==> config.mk <==
export PLATFORM = sky130hd
export DESIGN_NAME = flush_ctrl
export DESIGN_NICKNAME = d
export VERILOG_FILES = /design/src/rtl/flush_ctrl.sv
export SDC_FILE = /design/constraint.sdc
export NUM_CORES = 1
export LEC_CHECK = 0
export CAP_MARGIN = 20
export CORE_ASPECT_RATIO = 1.75
export CORE_MARGIN = 10
export CORE_UTILIZATION = 38
export CTS_CLUSTER_SIZE = 14
export DETAILED_ROUTE_END_ITERATION = 10
export PLACE_DENSITY = 0.8
export SYNTH_ARGS = -nofsm -noshare
export SYNTH_HDL_FRONTEND = slang
export SYNTH_SLANG_ARGS = --single-unit
==> constraint.sdc <==
create_clock -name clk -period 1.75 [get_ports clk]
set_input_delay 0.2625 -clock clk [delete_from_list [all_inputs] [get_ports clk]]
set_output_delay 0.2625 -clock clk [all_outputs]
set_load 0.02 [all_outputs]
==> src/rtl/flush_ctrl.sv <==
// flush_ctrl: exception/eret flush sequencer (IDLE -> REDIRECT -> DRAIN) driving the IF redirect and pipeline flush.
// Define FLUSH_CTRL_PERF_CNT_EN to build the flush-event counter on perf_cnt_o; otherwise it is tied to zero.
module flush_ctrl #(
    parameter int unsigned DRAIN_CYCLES = 2,
    parameter logic [31:0] RESET_PC     = 32'hbfc00000
) (
    input  logic        clk,
    input  logic        rst,
    input  logic        except_flush_i,
    input  logic [31:0] except_pc_i,
    input  logic        if_ready_i,
    output logic        redirect_valid_o,
    output logic [31:0] redirect_pc_o,
    output logic        flush_o,
    output logic        busy_o,
    output logic [31:0] perf_cnt_o
);
    typedef enum logic [1:0] {IDLE, REDIRECT, DRAIN} state_e;

    localparam logic [3:0] DRAIN_LOAD = 4'(DRAIN_CYCLES - 1);

    state_e      state_q, state_d;
    logic [3:0]  cnt_q, cnt_d;
    logic [31:0] pc_q, pc_d;
    logic        valid_q;

    always_ff @(posedge clk) begin
        if (rst) begin
            state_q <= IDLE;
            cnt_q   <= '0;
            pc_q    <= RESET_PC;
            valid_q <= 1'b0;
        end else begin
            state_q <= state_d;
            cnt_q   <= cnt_d;
            pc_q    <= pc_d;
            valid_q <= state_d == REDIRECT;
        end
    end

    // A new request always wins, including over a same-cycle acceptance or DRAIN exit.
    always_comb begin
        state_d = state_q;
        cnt_d   = cnt_q;
        pc_d    = pc_q;
        if (except_flush_i) begin
            state_d = REDIRECT;
            pc_d    = except_pc_i;
        end else begin
            case (state_q)
                IDLE:     state_d = IDLE;
                REDIRECT: begin
                    state_d = (valid_q && if_ready_i) ? DRAIN : REDIRECT;
                    cnt_d   = (valid_q && if_ready_i) ? DRAIN_LOAD : cnt_q;
                end
                DRAIN: begin
                    state_d = (cnt_q == 4'd0) ? IDLE : DRAIN;
                    cnt_d   = (cnt_q == 4'd0) ? cnt_q : cnt_q - 4'd1;
                end
                default:  state_d = IDLE;
            endcase
        end
    end

    always_comb begin
        busy_o           = state_q != IDLE;
        flush_o          = except_flush_i | busy_o;
        redirect_valid_o = valid_q;
        redirect_pc_o    = pc_q;
    end

`ifdef FLUSH_CTRL_PERF_CNT_EN
    logic [31:0] perf_q;

    always_ff @(posedge clk) begin
        if (rst) perf_q <= '0;
        else if (except_flush_i) perf_q <= perf_q + 32'd1;
    end

    assign perf_cnt_o = perf_q;
`else
    assign perf_cnt_o = 32'b0;
`endif
endmodule
=== Word-level counts from Yosys, hierarchy flattened ===
Index checks and enable logic that the tools add are counted.

* Input bits: 36
* Output and inout port bits: 67
* Flip-flop bits (word level): 39

* Bitwise gates (word level): 2
* Equality and inequality tests: 5
* $add $sub $neg: 1
* Reduce and logical (&&, ||, !) cells: 5
* Multiplexer cells: 7

{| class="wikitable"
|+ Operator list
! kind !! count
|-
| two-way mux 4 bit || 2
|-
| case mux 4 bit (2 select lines) || 1
|-
| two-way mux 2 bit || 3
|-
| == test 2 x 1 -> 1 bit, second input constant || 2
|-
| logical NOT 4 bit || 1
|-
| != test 2 bit, second input constant || 2
|-
| case mux 2 bit (2 select lines) || 1
|-
| AND reduction 4 bit || 1
|-
| nonzero test 2 bit || 2
|-
| subtractor 4 x 1 -> 4 bit, second input constant || 1
|-
| == test 2 bit, second input constant || 1
|-
| logical AND 1 bit || 1
|-
| inverter 1 bit || 1
|-
| OR 1 bit || 1
|}

=== Longest topological paths before layout ===
* Word-level depth: 5
* Mapped depth: 5
* Depth with buffers taken out: 5

=== Least setup slack after synthesis ===
No wires, ideal clock.

* Path type: flip-flop to flip-flop
* Start point: reg state_q[1]
* End point: reg cnt_q[2]
* Library setup time: 88 ps
* Setup slack: 295 ps
* Data arrival time: 1367 ps
* Cell stages (with the launch flop): 6
* Path through: dfxtp_1 -> inv_1 -> ha_1 -> a21boi_0 -> or4_4 -> o32ai_2

* Word-level cells in the longest chain between the ends: 3
* Elaborated cells between the ends (all ways): 7
* Classes of those cells: 4 x eq/ne; 1 x mux; 2 x reduce/logical

{| class="wikitable"
|+ RTL lines
! what !! line !! text
|-
| from (decl) || 22 || <nowiki>state_e state_q, state_d;</nowiki>
|-
| from (signal assigned) || 34 || <nowiki>state_q <= state_d;</nowiki>
|-
| == test 2 bit / == test 2 x 1 -> 1 bit (equally long branches) || 50 || <nowiki>case (state_q)</nowiki>
|-
| != test 2 bit (no line) / nonzero test 2 bit (equally long branches) || - ||
|-
| AND reduction 4 bit (no line) || - ||
|-
| to (signal assigned) || 35 || <nowiki>cnt_q <= cnt_d;</nowiki>
|-
| to (decl) || 23 || <nowiki>logic [3:0] cnt_q, cnt_d;</nowiki>
|}

Parallel ways exist; a longest one is shown, timed or not.
A chain may end at the register's enable or synchronous reset.

=== Final worst setup path ===
* Start point: reg state_q[0]
* End point: out flush_o

* Word-level cells in the longest chain between the ends: 2

{| class="wikitable"
|+ RTL lines
! what !! line !! text
|-
| nonzero test 2 bit || 66 || <nowiki>busy_o = state_q != IDLE;</nowiki>
|-
| OR 1 bit || 67 || <nowiki>flush_o = except_flush_i | busy_o;</nowiki>
|-
| to (decl) || 14 || <nowiki>output logic flush_o,</nowiki>
|}

No other way between the ends.

==> metrics.txt <==
# TYPE chip_impl_metric gauge
chip_impl_metric{name="warnings_synthesis",unit=""} 0
chip_impl_metric{name="drt.antenna.violating_nets",unit=""} 0
chip_impl_metric{name="final_worst_setup_slack",unit="ps"} 192.8
chip_impl_metric{name="netlist-cell-type-count",unit=""} 32
chip_impl_info{name="timing_worst_setup_path_type",value="reg2out"} 1
chip_impl_metric{name="maximum_number_of_pins_on_one_net_before_global_route_repair",unit=""} 44
chip_impl_metric{name="post-route-min-period",unit="ps"} 1557
chip_impl_metric{name="crit_required",unit="ps"} 1490
chip_impl_metric{name="seqPwrFrac",unit=""} 0.464
chip_impl_metric{name="reg2regPathDepth",unit=""} 5
chip_impl_metric{name="antenna_found_initial",unit=""} 0
chip_impl_metric{name="cts_max_path_buffers",unit=""} 2
chip_impl_metric{name="final_setup_vio_count",unit=""} 0
chip_impl_metric{name="post_route_cells_drive_above_1_share",unit=""} 0.06130
chip_impl_metric{name="fp.dieArea",unit="µm²"} 8030
chip_impl_metric{name="synth_edf_count",unit=""} 0
chip_impl_metric{name="fin_nets",unit=""} 300
chip_impl_metric{name="area_growth_syn_to_layout",unit="%"} 40.87
chip_impl_metric{name="grt_usage",unit=""} 0.1137
chip_impl_metric{name="vdd_drop_max",unit="mV"} 0.6018
chip_impl_metric{name="critPathArrivalTime",unit="ps"} 1290
chip_impl_metric{name="leakagePower",unit="nW"} 1.114
chip_impl_metric{name="synth_seq_area_share",unit=""} 0.4315
chip_impl_metric{name="comb_power_share",unit=""} 0.213
chip_impl_metric{name="placedInstanceArea",unit="µm²"} 2447
chip_impl_metric{name="postLayoutCoreUtil",unit=""} 0.5463
chip_impl_metric{name="design.core.area",unit="µm²"} 4666
chip_impl_info{name="cts_tree",value="done"} 1
chip_impl_metric{name="regToRegSetupSlack",unit="ps"} 220
chip_impl_info{name="hold_path.class",value="in2reg"} 1
chip_impl_info{name="post_synth_most_frequent_cells",value="dfxtp_1 (39), buf_4 (32), nor2_1 (27)"} 1
chip_impl_info{name="worstReg2RegStart",value="state_q[0]"} 1
chip_impl_metric{name="share_clk_of_total_power",unit=""} 0.323
chip_impl_metric{name="clkSinkCount",unit=""} 39
chip_impl_metric{name="netSwitchingFraction",unit=""} 0.2733
chip_impl_metric{name="postSynth.asyncResetShare",unit=""} 0
chip_impl_metric{name="wirelength",unit="µm"} 4614
chip_impl_metric{name="syn-cell-area",unit="µm²"} 1809
chip_impl_metric{name="remaining_drc_errors",unit=""} 0
chip_impl_metric{name="finalClockSkew",unit="ps"} 5.662
chip_impl_metric{name="row_count",unit=""} 33
chip_impl_info{name="post-synth-top-count-cell",value="dfxtp_1"} 1
chip_impl_metric{name="globalRouteOverflowTotal",unit=""} 0
chip_impl_metric{name="post_drt_wl_per_cell",unit="µm"} 14.74
chip_impl_metric{name="fp.dieW",unit="µm"} 72.16
chip_impl_metric{name="placement.io_buffers",unit=""} 70
chip_impl_metric{name="cts-buffers-inserted",unit=""} 5
chip_impl_info{name="synth-main-ff-cell",value="dfxtp_1"} 1
chip_impl_info{name="rsz0062_at_grt",value="no"} 1
chip_impl_metric{name="final.hold.worst_slack",unit="ps"} 301.0
chip_impl_metric{name="drt_pass1_iterations",unit=""} 4
chip_impl_metric{name="setup_total_negative_slack",unit="ps"} 0
chip_impl_metric{name="vias_per_cell",unit=""} 4.613
chip_impl_metric{name="ioPinCount",unit=""} 103
chip_impl_metric{name="routed-via-count",unit=""} 1444
chip_impl_info{name="r2r_end",value="cnt_q[2]"} 1
chip_impl_info{name="cts_root_buf",value="clkbuf_8"} 1
chip_impl_metric{name="drt_first_iter_violations",unit=""} 59
chip_impl_metric{name="yosys.area.top_type_share",unit=""} 0.4315
chip_impl_metric{name="critical_path.max_fanout",unit=""} 2
chip_impl_metric{name="final_cell_area",unit="µm²"} 2549
chip_impl_info{name="post-synth-top-area-cell",value="dfxtp_1"} 1
chip_impl_metric{name="synth_cells",unit=""} 189
chip_impl_info{name="hold_path.startpoint",value="except_flush_i"} 1
chip_impl_metric{name="maxClockFrequency",unit="MHz"} 642.2
chip_impl_metric{name="vias_in_the_first_global_route",unit=""} 1561
chip_impl_metric{name="post-dp-hpwl",unit="µm"} 3561
chip_impl_metric{name="cell_internal_pwr",unit="mW"} 1.504
chip_impl_metric{name="place_congestion",unit=""} 0.8670
chip_impl_metric{name="max_cap_viol_count",unit=""} 0
chip_impl_metric{name="total_switching_power",unit="µW"} 565.8
chip_impl_info{name="status",value="complete, no violations"} 1
chip_impl_info{name="ys_top_cells_by_area",value="dfxtp_1 (43%), buf_4 (13%), mux2i_1 (13%)"} 1
chip_impl_info{name="worst_setup_path_start_kind",value="flop"} 1
chip_impl_metric{name="antenna-diode-count",unit=""} 0
chip_impl_metric{name="synthesis.area_per_instance",unit="µm²"} 9.573
chip_impl_metric{name="register_bit_count_reported_by_yosys",unit=""} 39
chip_impl_metric{name="timing.final.crit_share",unit=""} 0.8898
chip_impl_metric{name="min_delay_path_depth",unit=""} 3
chip_impl_metric{name="clock_latency_on_the_worst_skew_pair",unit="ps"} 280
chip_impl_metric{name="cts-htree-levels",unit=""} 2
chip_impl_info{name="worstHoldEndpoint",value="redirect_valid_o"} 1
chip_impl_info{name="setup.worst_path.end_class",value="primary output"} 1
chip_impl_metric{name="dp_slack",unit="ps"} 121.6
chip_impl_metric{name="hold_viol_final",unit=""} 0
chip_impl_metric{name="clk_pin_slew_worst_paths",unit="ps"} 70
chip_impl_metric{name="post_cts_buffers",unit=""} 0
chip_impl_metric{name="grt_first_pass_wirelength",unit="µm"} 7507
chip_impl_metric{name="initial_core_util",unit=""} 0.3878
chip_impl_metric{name="timing.final.max_slew_violations",unit=""} 0
chip_impl_metric{name="dieHeight",unit="µm"} 111.3
chip_impl_metric{name="p_per_area",unit="nW/µm²"} 812.2
-- layer usage --
layer  vias up  track usage  share of wire
li1        710            -              -
met5         -            0              0
met3         2      0.04928          0.098
met4         0      0.04669         0.0091
met1       668       0.1132           0.36
met2        64       0.1963           0.53
-- cell families after synthesis --
group	share of synthesized area
muxes	0.1272
and+or+nand+nor	0.1397
adders and majority gates	0.02766
DFF	0.4315
buffers and inverters	0.1743
AOI/OAI and AO/OA	0.09752
other	0.002073
-- power groups by stage --
stage	Clock, mW	Combinational (mW)	Sequential (mW)
floorplan	0	0.231	1.04
global placement	0	0.440	0.978
detailed placement	0	0.444	0.980
CTS	0.702	0.443	0.960
global route	0.727	0.478	0.967
finish	0.669	0.441	0.960
-- registers in the layout (all words and copies together) (netlist names) --
signal	flops
cnt_q	4
redirect_valid_o	1
redirect_pc_o	32
state_q	2
-- placed cells by master, fill, tap and decap left out --
cell / netlist / final
a211o_1: 9 / 9
a211oi_1: 1 / 1
a21boi_0: 1 / 1
a21oi_1: 2 / 2
a221oi_1: 2 / 2
and3_1: 1 / 1
buf_12: 0 / 1
buf_2: 6 / 1
buf_4: 32 / 3
clkbuf_8: 0 / 7
clkdlybuf4s50_1: 0 / 67
clkinvlp_4: 0 / 1
conb_1: 1 / 32
dfxtp_1: 39 / 39
dlygate4sd2_1: 0 / 2
ha_1: 4 / 4
inv_1: 8 / 8
inv_2: 1 / 1
mux2i_1: 23 / 23
nand2_1: 2 / 2
nand2b_1: 4 / 4
nand3_1: 2 / 2
nor2_1: 27 / 27
nor2b_1: 9 / 9
nor3_1: 1 / 1
nor3b_1: 1 / 1
nor4_1: 1 / 1
nor4bb_1: 1 / 1
o211ai_1: 1 / 1
o21ai_0: 1 / 1
o2bb2ai_1: 2 / 2
o32ai_1: 1 / 1
o32ai_2: 1 / 1
or3_1: 1 / 1
or4_4: 1 / 1
-- worst max path at each step --
stage                          start  endpoint  slack (ps)  cells past startpoint
after floorplan           state_q[1]  cnt_q[2]         290                      5
after global placement    if_ready_i  cnt_q[2]         150                      4
after detailed placement  if_ready_i  cnt_q[2]         120                      4
after CTS                 state_q[0]   flush_o         170                      4
after global routing      state_q[0]   flush_o          70                      4
final                     state_q[0]   flush_o         190                      4
-- critical path, stage by stage, from the launching register on --
cell and delay [ps]:
dfxtp_1 340, inv_1 60, ha_1 210, nand2_1 70
dlygate4sd2_1 350
-- cell type report --
class / count / area (µm²)
clock inverter: 1 / 7.507
sequential: 39 / 780.7
fill: 433 / 2117
clock buffer: 7 / 96.34
timing repair buffer: 74 / 735.7
inverter: 9 / 33.78
tap: 52 / 65.06
multi-input combinational: 131 / 829.5
-- metrics by stage --
stage	power [mW]	cells
3_3_place_gp	1.418	305
2_1_floorplan	1.268	220
3_5_place_dp	1.424	305
6_report	2.070	313
5_1_grt	2.172	313
4_1_cts	2.106	313
-- timing repair --
item,4_1_cts,5_1_grt
hold buffers,0,0
endpoints found under the setup margin,2,0
resized for setup,2,0
Note: power is estimated with default switching activity, not from simulation.
